--- src/rtl/float_pkg.sv ---
// float_pkg: shared IEEE-754 single-precision types and constants for the FP datapath
package float_pkg;
  localparam int EXP_BIAS = 127;
  localparam int EXP_W = 8;
  localparam int MANT_W = 23;
  localparam int QBITS = 27;
  localparam logic [31:0] QNAN = 32'h7FC00000;
  localparam logic [31:0] PINF = 32'h7F800000;
  typedef enum logic [3:0] {
    IDLE, UNPACK, SPECIAL, NORM_A, NORM_B, DIVIDE, NORM, ROUND, PACK, DONE
  } state_t;
  typedef struct packed {
    logic sign;
    logic [9:0] exp;
    logic [23:0] mant;
  } fp_t;
  typedef struct packed {
    logic zero;
    logic inf;
    logic nan;
    logic sub;
  } fcls_t;
endpackage

--- src/rtl/float_unpack.sv ---
// float_unpack: split a single-precision word into sign/exp/mant and classify it
module float_unpack
  import float_pkg::*;
(
  input  logic [31:0] f,
  output fp_t         u,
  output fcls_t       c
);
  logic [EXP_W-1:0] ef;
  logic [MANT_W-1:0] mf;
  assign ef = f[30:MANT_W];
  assign mf = f[MANT_W-1:0];
  // subnormals take exponent 1 and no hidden bit so they share the normal scale
  assign u.sign = f[31];
  assign u.exp = (ef == '0) ? 10'd1 : {2'b00, ef};
  assign u.mant = {ef != '0, mf};
  assign c.zero = (ef == '0) && (mf == '0);
  assign c.sub = (ef == '0) && (mf != '0);
  assign c.inf = (ef == '1) && (mf == '0);
  assign c.nan = (ef == '1) && (mf != '0);
endmodule

--- src/rtl/float_div.sv ---
// float_div: sequential single-precision divider z = a / b with round-to-nearest-even
module float_div
  import float_pkg::*;
(
  input  logic        clk,
  input  logic        rst,
  input  logic [31:0] a,
  input  logic [31:0] b,
  input  logic        in_valid,
  output logic        in_ready,
  output logic [31:0] z,
  output logic        z_valid
);
  state_t state, state_nxt;
  logic [31:0] ar, br;
  fp_t ua_w, ub_w, ua, ub;
  fcls_t ca_w, cb_w, ca, cb;
  logic [4:0] cnt;
  logic [26:0] q;
  logic [24:0] r;
  logic s, sg, nan;
  logic signed [9:0] e;
  logic [22:0] mr;
  float_unpack u_a (.f(ar), .u(ua_w), .c(ca_w));
  float_unpack u_b (.f(br), .u(ub_w), .c(cb_w));
  logic qn, inf_r, zero_r, spec;
  logic [24:0] r_cur, mb25;
  logic ge;
  logic [23:0] r_nxt;
  logic signed [9:0] e_q, e1;
  logic [26:0] m1, mask;
  logic [4:0] sh;
  logic [23:0] m24;
  logic inc;
  logic [24:0] sum;
  // special-case classification, divider step, normalise shift and rounding increment
  always_comb begin
    qn = ca.nan | cb.nan | (ca.zero & cb.zero) | (ca.inf & cb.inf);
    inf_r = ca.inf | cb.zero;
    zero_r = ca.zero | cb.inf;
    spec = qn | inf_r | zero_r;
    mb25 = {1'b0, ub.mant};
    r_cur = (cnt == '0) ? {1'b0, ua.mant} : r;
    ge = r_cur >= mb25;
    r_nxt = ge ? 24'(r_cur - mb25) : r_cur[23:0];
    e_q = $signed(ua.exp) - $signed(ub.exp) + 10'(EXP_BIAS);
    e1 = q[26] ? e_q : e_q - 10'sd1;
    m1 = q[26] ? q : {q[25:0], 1'b0};
    sh = (e1 >= 10'sd1) ? 5'd0 : (e1 <= -10'sd25) ? 5'd26 : 5'(10'sd1 - e1);
    mask = (27'd1 << sh) - 27'd1;
    m24 = q[26:3];
    inc = q[2] & (q[1] | q[0] | s | m24[0]);
    sum = {1'b0, m24} + {24'd0, inc};
  end
  // state register; reset abandons any operation in flight
  always_ff @(posedge clk or negedge rst)
    if (!rst) state <= IDLE;
    else state <= state_nxt;
  // next-state and handshake outputs
  always_comb begin
    state_nxt = state;
    in_ready = state == IDLE;
    z_valid = state == DONE;
    case (state)
      IDLE:    state_nxt = in_valid ? UNPACK : IDLE;
      UNPACK:  state_nxt = SPECIAL;
      SPECIAL: state_nxt = spec ? PACK : ca.sub ? NORM_A : cb.sub ? NORM_B : DIVIDE;
      NORM_A:  state_nxt = ua.mant[22] ? (cb.sub ? NORM_B : DIVIDE) : NORM_A;
      NORM_B:  state_nxt = ub.mant[22] ? DIVIDE : NORM_B;
      DIVIDE:  state_nxt = (cnt == 5'(QBITS - 1)) ? NORM : DIVIDE;
      NORM:    state_nxt = ROUND;
      ROUND:   state_nxt = PACK;
      PACK:    state_nxt = DONE;
      default: state_nxt = IDLE;
    endcase
  end
  // result register holds its value until the next operation packs
  always_ff @(posedge clk or negedge rst)
    if (!rst) z <= '0;
    else if (state == PACK) z <= nan ? QNAN : (e >= 10'sd255) ? {sg, PINF[30:0]} : {sg, e[7:0], mr};
  // operand capture, normalisation, restoring division and rounding datapath
  always_ff @(posedge clk) begin
    cnt <= (state == DIVIDE) ? cnt + 5'd1 : 5'd0;
    case (state)
      IDLE: if (in_valid) begin
        ar <= a;
        br <= b;
      end
      UNPACK: begin
        ua <= ua_w;
        ub <= ub_w;
        ca <= ca_w;
        cb <= cb_w;
      end
      SPECIAL: begin
        sg <= ua.sign ^ ub.sign;
        nan <= qn;
        e <= inf_r ? 10'sd255 : 10'sd0;
        mr <= '0;
      end
      NORM_A: begin
        ua.mant <= {ua.mant[22:0], 1'b0};
        ua.exp <= ua.exp - 10'd1;
      end
      NORM_B: begin
        ub.mant <= {ub.mant[22:0], 1'b0};
        ub.exp <= ub.exp - 10'd1;
      end
      DIVIDE: begin
        q <= {q[25:0], ge};
        r <= {r_nxt, 1'b0};
      end
      NORM: begin
        q <= m1 >> sh;
        s <= (r != '0) | ((m1 & mask) != '0);
        e <= (e1 < 10'sd1) ? 10'sd0 : e1;
      end
      ROUND: begin
        mr <= sum[24] ? sum[23:1] : sum[22:0];
        e <= sum[24] ? e + 10'sd1 : (e == 10'sd0 && sum[23]) ? 10'sd1 : e;
      end
      default: ;
    endcase
  end
endmodule
--- config.mk ---
export PLATFORM = sky130hd
export DESIGN_NAME = float_div
export DESIGN_NICKNAME = d
export VERILOG_FILES = /design/src/rtl/float_pkg.sv /design/src/rtl/float_unpack.sv /design/src/rtl/float_div.sv
export SDC_FILE = /design/constraint.sdc
export NUM_CORES = 1
export LEC_CHECK = 0
export BUFFER_PORTS_ARGS = -buffer_cell sky130_fd_sc_hd__clkbuf_2
export CAP_MARGIN = 20
export CELL_PAD_IN_SITES_DETAIL_PLACEMENT = 1
export CELL_PAD_IN_SITES_GLOBAL_PLACEMENT = 2
export CORE_ASPECT_RATIO = 1.5
export CORE_UTILIZATION = 30
export CTS_CLUSTER_DIAMETER = 100
export DETAILED_ROUTE_END_ITERATION = 16
export GPL_ROUTABILITY_DRIVEN = 0
export PLACE_DENSITY_LB_ADDON = 0.1
export SYNTH_ARGS = -nofsm -noshare
export SYNTH_HDL_FRONTEND = slang
export SYNTH_SLANG_ARGS = --single-unit
--- constraint.sdc ---
create_clock -name clk -period 8.05 [get_ports clk]
set_input_delay 2.0125 -clock clk [delete_from_list [all_inputs] [get_ports clk]]
set_output_delay 2.0125 -clock clk [all_outputs]
set_load 0.05 [all_outputs]
==> reports/qor.yml <==
wl_per_cell_um: 23.2
regArea_um2: 7880
core_area_um2: 53700
area_growth_pct: 14.6
whs_path_depth: 0
synth.area.top_cells: "edfxtp_1 (42%), dfrtp_1 (5.5%), nand2_1 (4.6%)"
die-area_um2: 55400
slew_violations: 0
fin_cells: 2420
fp-row-count: 104
place_inst: 2361
fp.dieW_um: 192
hold_violations: 0
fillerInstances: 5997
synth_compound_area_share_pct: 15.2
crit_required_ns: 8.39
h-tree-depth: 1
drive_gt1_share_pct: 15.9
relSlewSlack_pct: 32.0
synthMuxAreaShare_pct: 7.33
crit_type: "flip-flop to flip-flop"
finalNetCount: 1828
grt_max_degree: 65
hpwlAfterDp_mm: 42.9
drt_pass1_iterations: 13
hold_path_startpoint: "br[31]"
clk_pin_slew_ns: 0.07
cap_violations: 0
first_iter_violations: 580
drc: 6
die_h_um: 288
grt_pass1_wl_mm: 85.7
cp-start-kind: "flip-flop"
root_buffer: "clkbuf_16"
yosys.area.top_type: "edfxtp_1"
postRouteAntennaNets: 0
final.setup.tns_ns: 0
multi_input_area_um2: 7870
syn_avg_cell_area_um2: 10.1
clock_path_buffers: 3
port_buffers: 100
cp_max_fo: 15
post-route-util_pct: 34.8
violations: "design-rule violations"
num_vias: 12888
hp-class: "flip-flop to flip-flop"
diodes: 0
period_share_pct: 85.5
synth-xor-area-share_pct: 4.29
max_freq_mhz: 145
cts_hold_buf: 0
synth_simple_gate_area_share_pct: 16.8
synth_top_family_by_area: "simple AND/OR/NAND/NOR gates"
cts.sinks: 270
clkLatencyLatePin_ns: 0.60
grt_antenna_before_repair: 0
ys_ff_latch: 270
status: "finished, violations left"
crit_arrival_ns: 7.22
postCtsSetupBuffers: 0
yosys.area.top_type_share_pct: 42.1
worstReg2RegStart: "ua[25]"
rrSetupSlack_ns: 1.17
drt-total-wl_mm: 56.2
cts_made_buffers: 31
syn_area_um2: 16300
holdPathEnd: "ub[34]"
yosysSeqAreaShare_pct: 48.2
finalCriticalPeriod_ns: 6.88
synth_cell_type_count: 91
fin_worst_skew_ns: 0.0141
grt_pass1_vias: 13947
reg2reg_to: "s"
ctsResizeCount: 0
hold_slack_ns: 0.453
setup.worst_path.end_class: "flip-flop"
synth_edf_count: 229
setup_viol: 0
grt_usage_pct: 20.6
ys_warn_count: 0
synth_flop_cell: "edfxtp_1"
worstMarginPinSlew_ns: 1.02
syn-num-nets: 1742
synthCells: 1620
synth_fa_ha_area_share_pct: 4.31
rr_worst_depth: 22
ios: 101
viasPerCell: 5.33
cts_tree: "done"
grt_setup_unrepaired: "no"
grt_overflow_total: 0
start_util_pct: 30.4
async_flop_share_pct: 13.3
[through the flow]
step                worst slack [ns]  cell area (µm²)
floorplan                       1.45            16300
global placement                1.26            17600
detailed placement              1.20            17600
CTS                             1.16            18700
global route                   0.693            18700
finish                          1.17            18700
[layout by cell type, fill, tap and decap left out, drive strengths merged, types with 12 or more instances in the layout]
cell,synthesis,layout
a211oi,17,17
a21o,12,12
a21oi,67,67
a22o,23,23
a31oi,13,13
and3,17,17
buf,17,34
clkbuf,64,136
dfrtp,36,36
edfxtp,229,229
ha,53,53
inv,77,78
mux2,58,58
mux2i,54,54
nand2,202,202
nand3,50,50
nand4,28,28
nor2,123,123
nor2b,12,12
nor3,41,41
nor4,33,33
o211ai,13,13
o21a,14,14
o21ai,115,115
or3,15,15
xnor2,46,46
xor2,34,34
[critical path, stage by stage, from the launching register on]
cell and delay (ns):
edfxtp_1 0.49, ha_1 0.34, ha_1 0.25, fa_1 0.56, or4_4 0.54, nor2_1 0.26
o221ai_2 0.20, nor4_1 0.45, o2bb2ai_1 0.24, nand3_1 0.11, nor2_1 0.12, ha_1 0.33
inv_1 0.17, a31o_2 0.36, nor2_1 0.11, or3_1 0.36, ha_1 0.29, o211ai_1 0.10
a211oi_1 0.25, o221ai_1 0.15, nor4_1 0.29, nand4_1 0.12, or4_1 0.51
[metal layers]
layer	up-vias	track usage, %	routed length (µm)	part of all wire (%)
met2	225	40.9	31600	56
li1	6204	-	-	-
met4	0	8.35	2180	3.9
met5	-	0	0	0
met1	6354	21.7	21200	38
met3	105	1.84	1280	2.3
[sequential cells by signal, summed over array words and instances, names as in the netlist]
| register | flops |
|---|---|
| ar | 32 |
| br | 32 |
| ca | 4 |
| cb | 4 |
| cnt | 5 |
| e | 10 |
| mb25 | 24 |
| mr | 23 |
| nan | 1 |
| q | 27 |
| r | 24 |
| s | 1 |
| sg | 1 |
| state | 4 |
| ua | 35 |
| ub | 11 |
| z | 32 |
[how the worst max path moves through the flow]
stage	end	cells past startpoint	slack [ns]	startpoint
after floorplan	s	24	1.45	ua[25]
after global placement	s	22	1.26	ua[25]
after detailed placement	s	22	1.20	ua[25]
after CTS	s	22	1.16	ua[25]
after global routing	s	22	0.69	ua[25]
final	s	22	1.17	ua[25]
[logic make-up after synthesis]
logic type                 after synthesis
DFF                                    270
buffers and inverters                  159
muxes                                  112
adders and majority gates               55
xor gates and xnor gates                80
and+or+nand+nor                        573
AOI/OAI and AO/OA                      371
[layout make-up]
class	count	area share (%)
Clock buffer	36	4.41
Clock inverter	22	1.16
Inverter	78	1.57
Multi-Input combinational cell	1191	42.0
Sequential cell	270	42.1
Tap cell	689	4.61
Timing Repair Buffer	134	4.11
[Yosys cell counts (all sizes together) (7+ instances only)]
cell type,instances
edfxtp,229
nand2,202
nor2,123
o21ai,115
inv,77
a21oi,67
clkbuf,64
mux2,58
mux2i,54
ha,53
nand3,50
xnor2,46
nor3,41
dfrtp,36
xor2,34
nor4,33
nand4,28
a22o,23
a211oi,17
and3,17
buf,17
or3,15
o21a,14
a31oi,13
o211ai,13
a21o,12
nor2b,12
and2,11
o221ai,11
nand2b,10
a211o,9
a21boi,9
nor3b,7
o22a,7
Power is not shown: default switching activity piles up to over one toggle a cycle in this logic, so the estimate is an artifact.
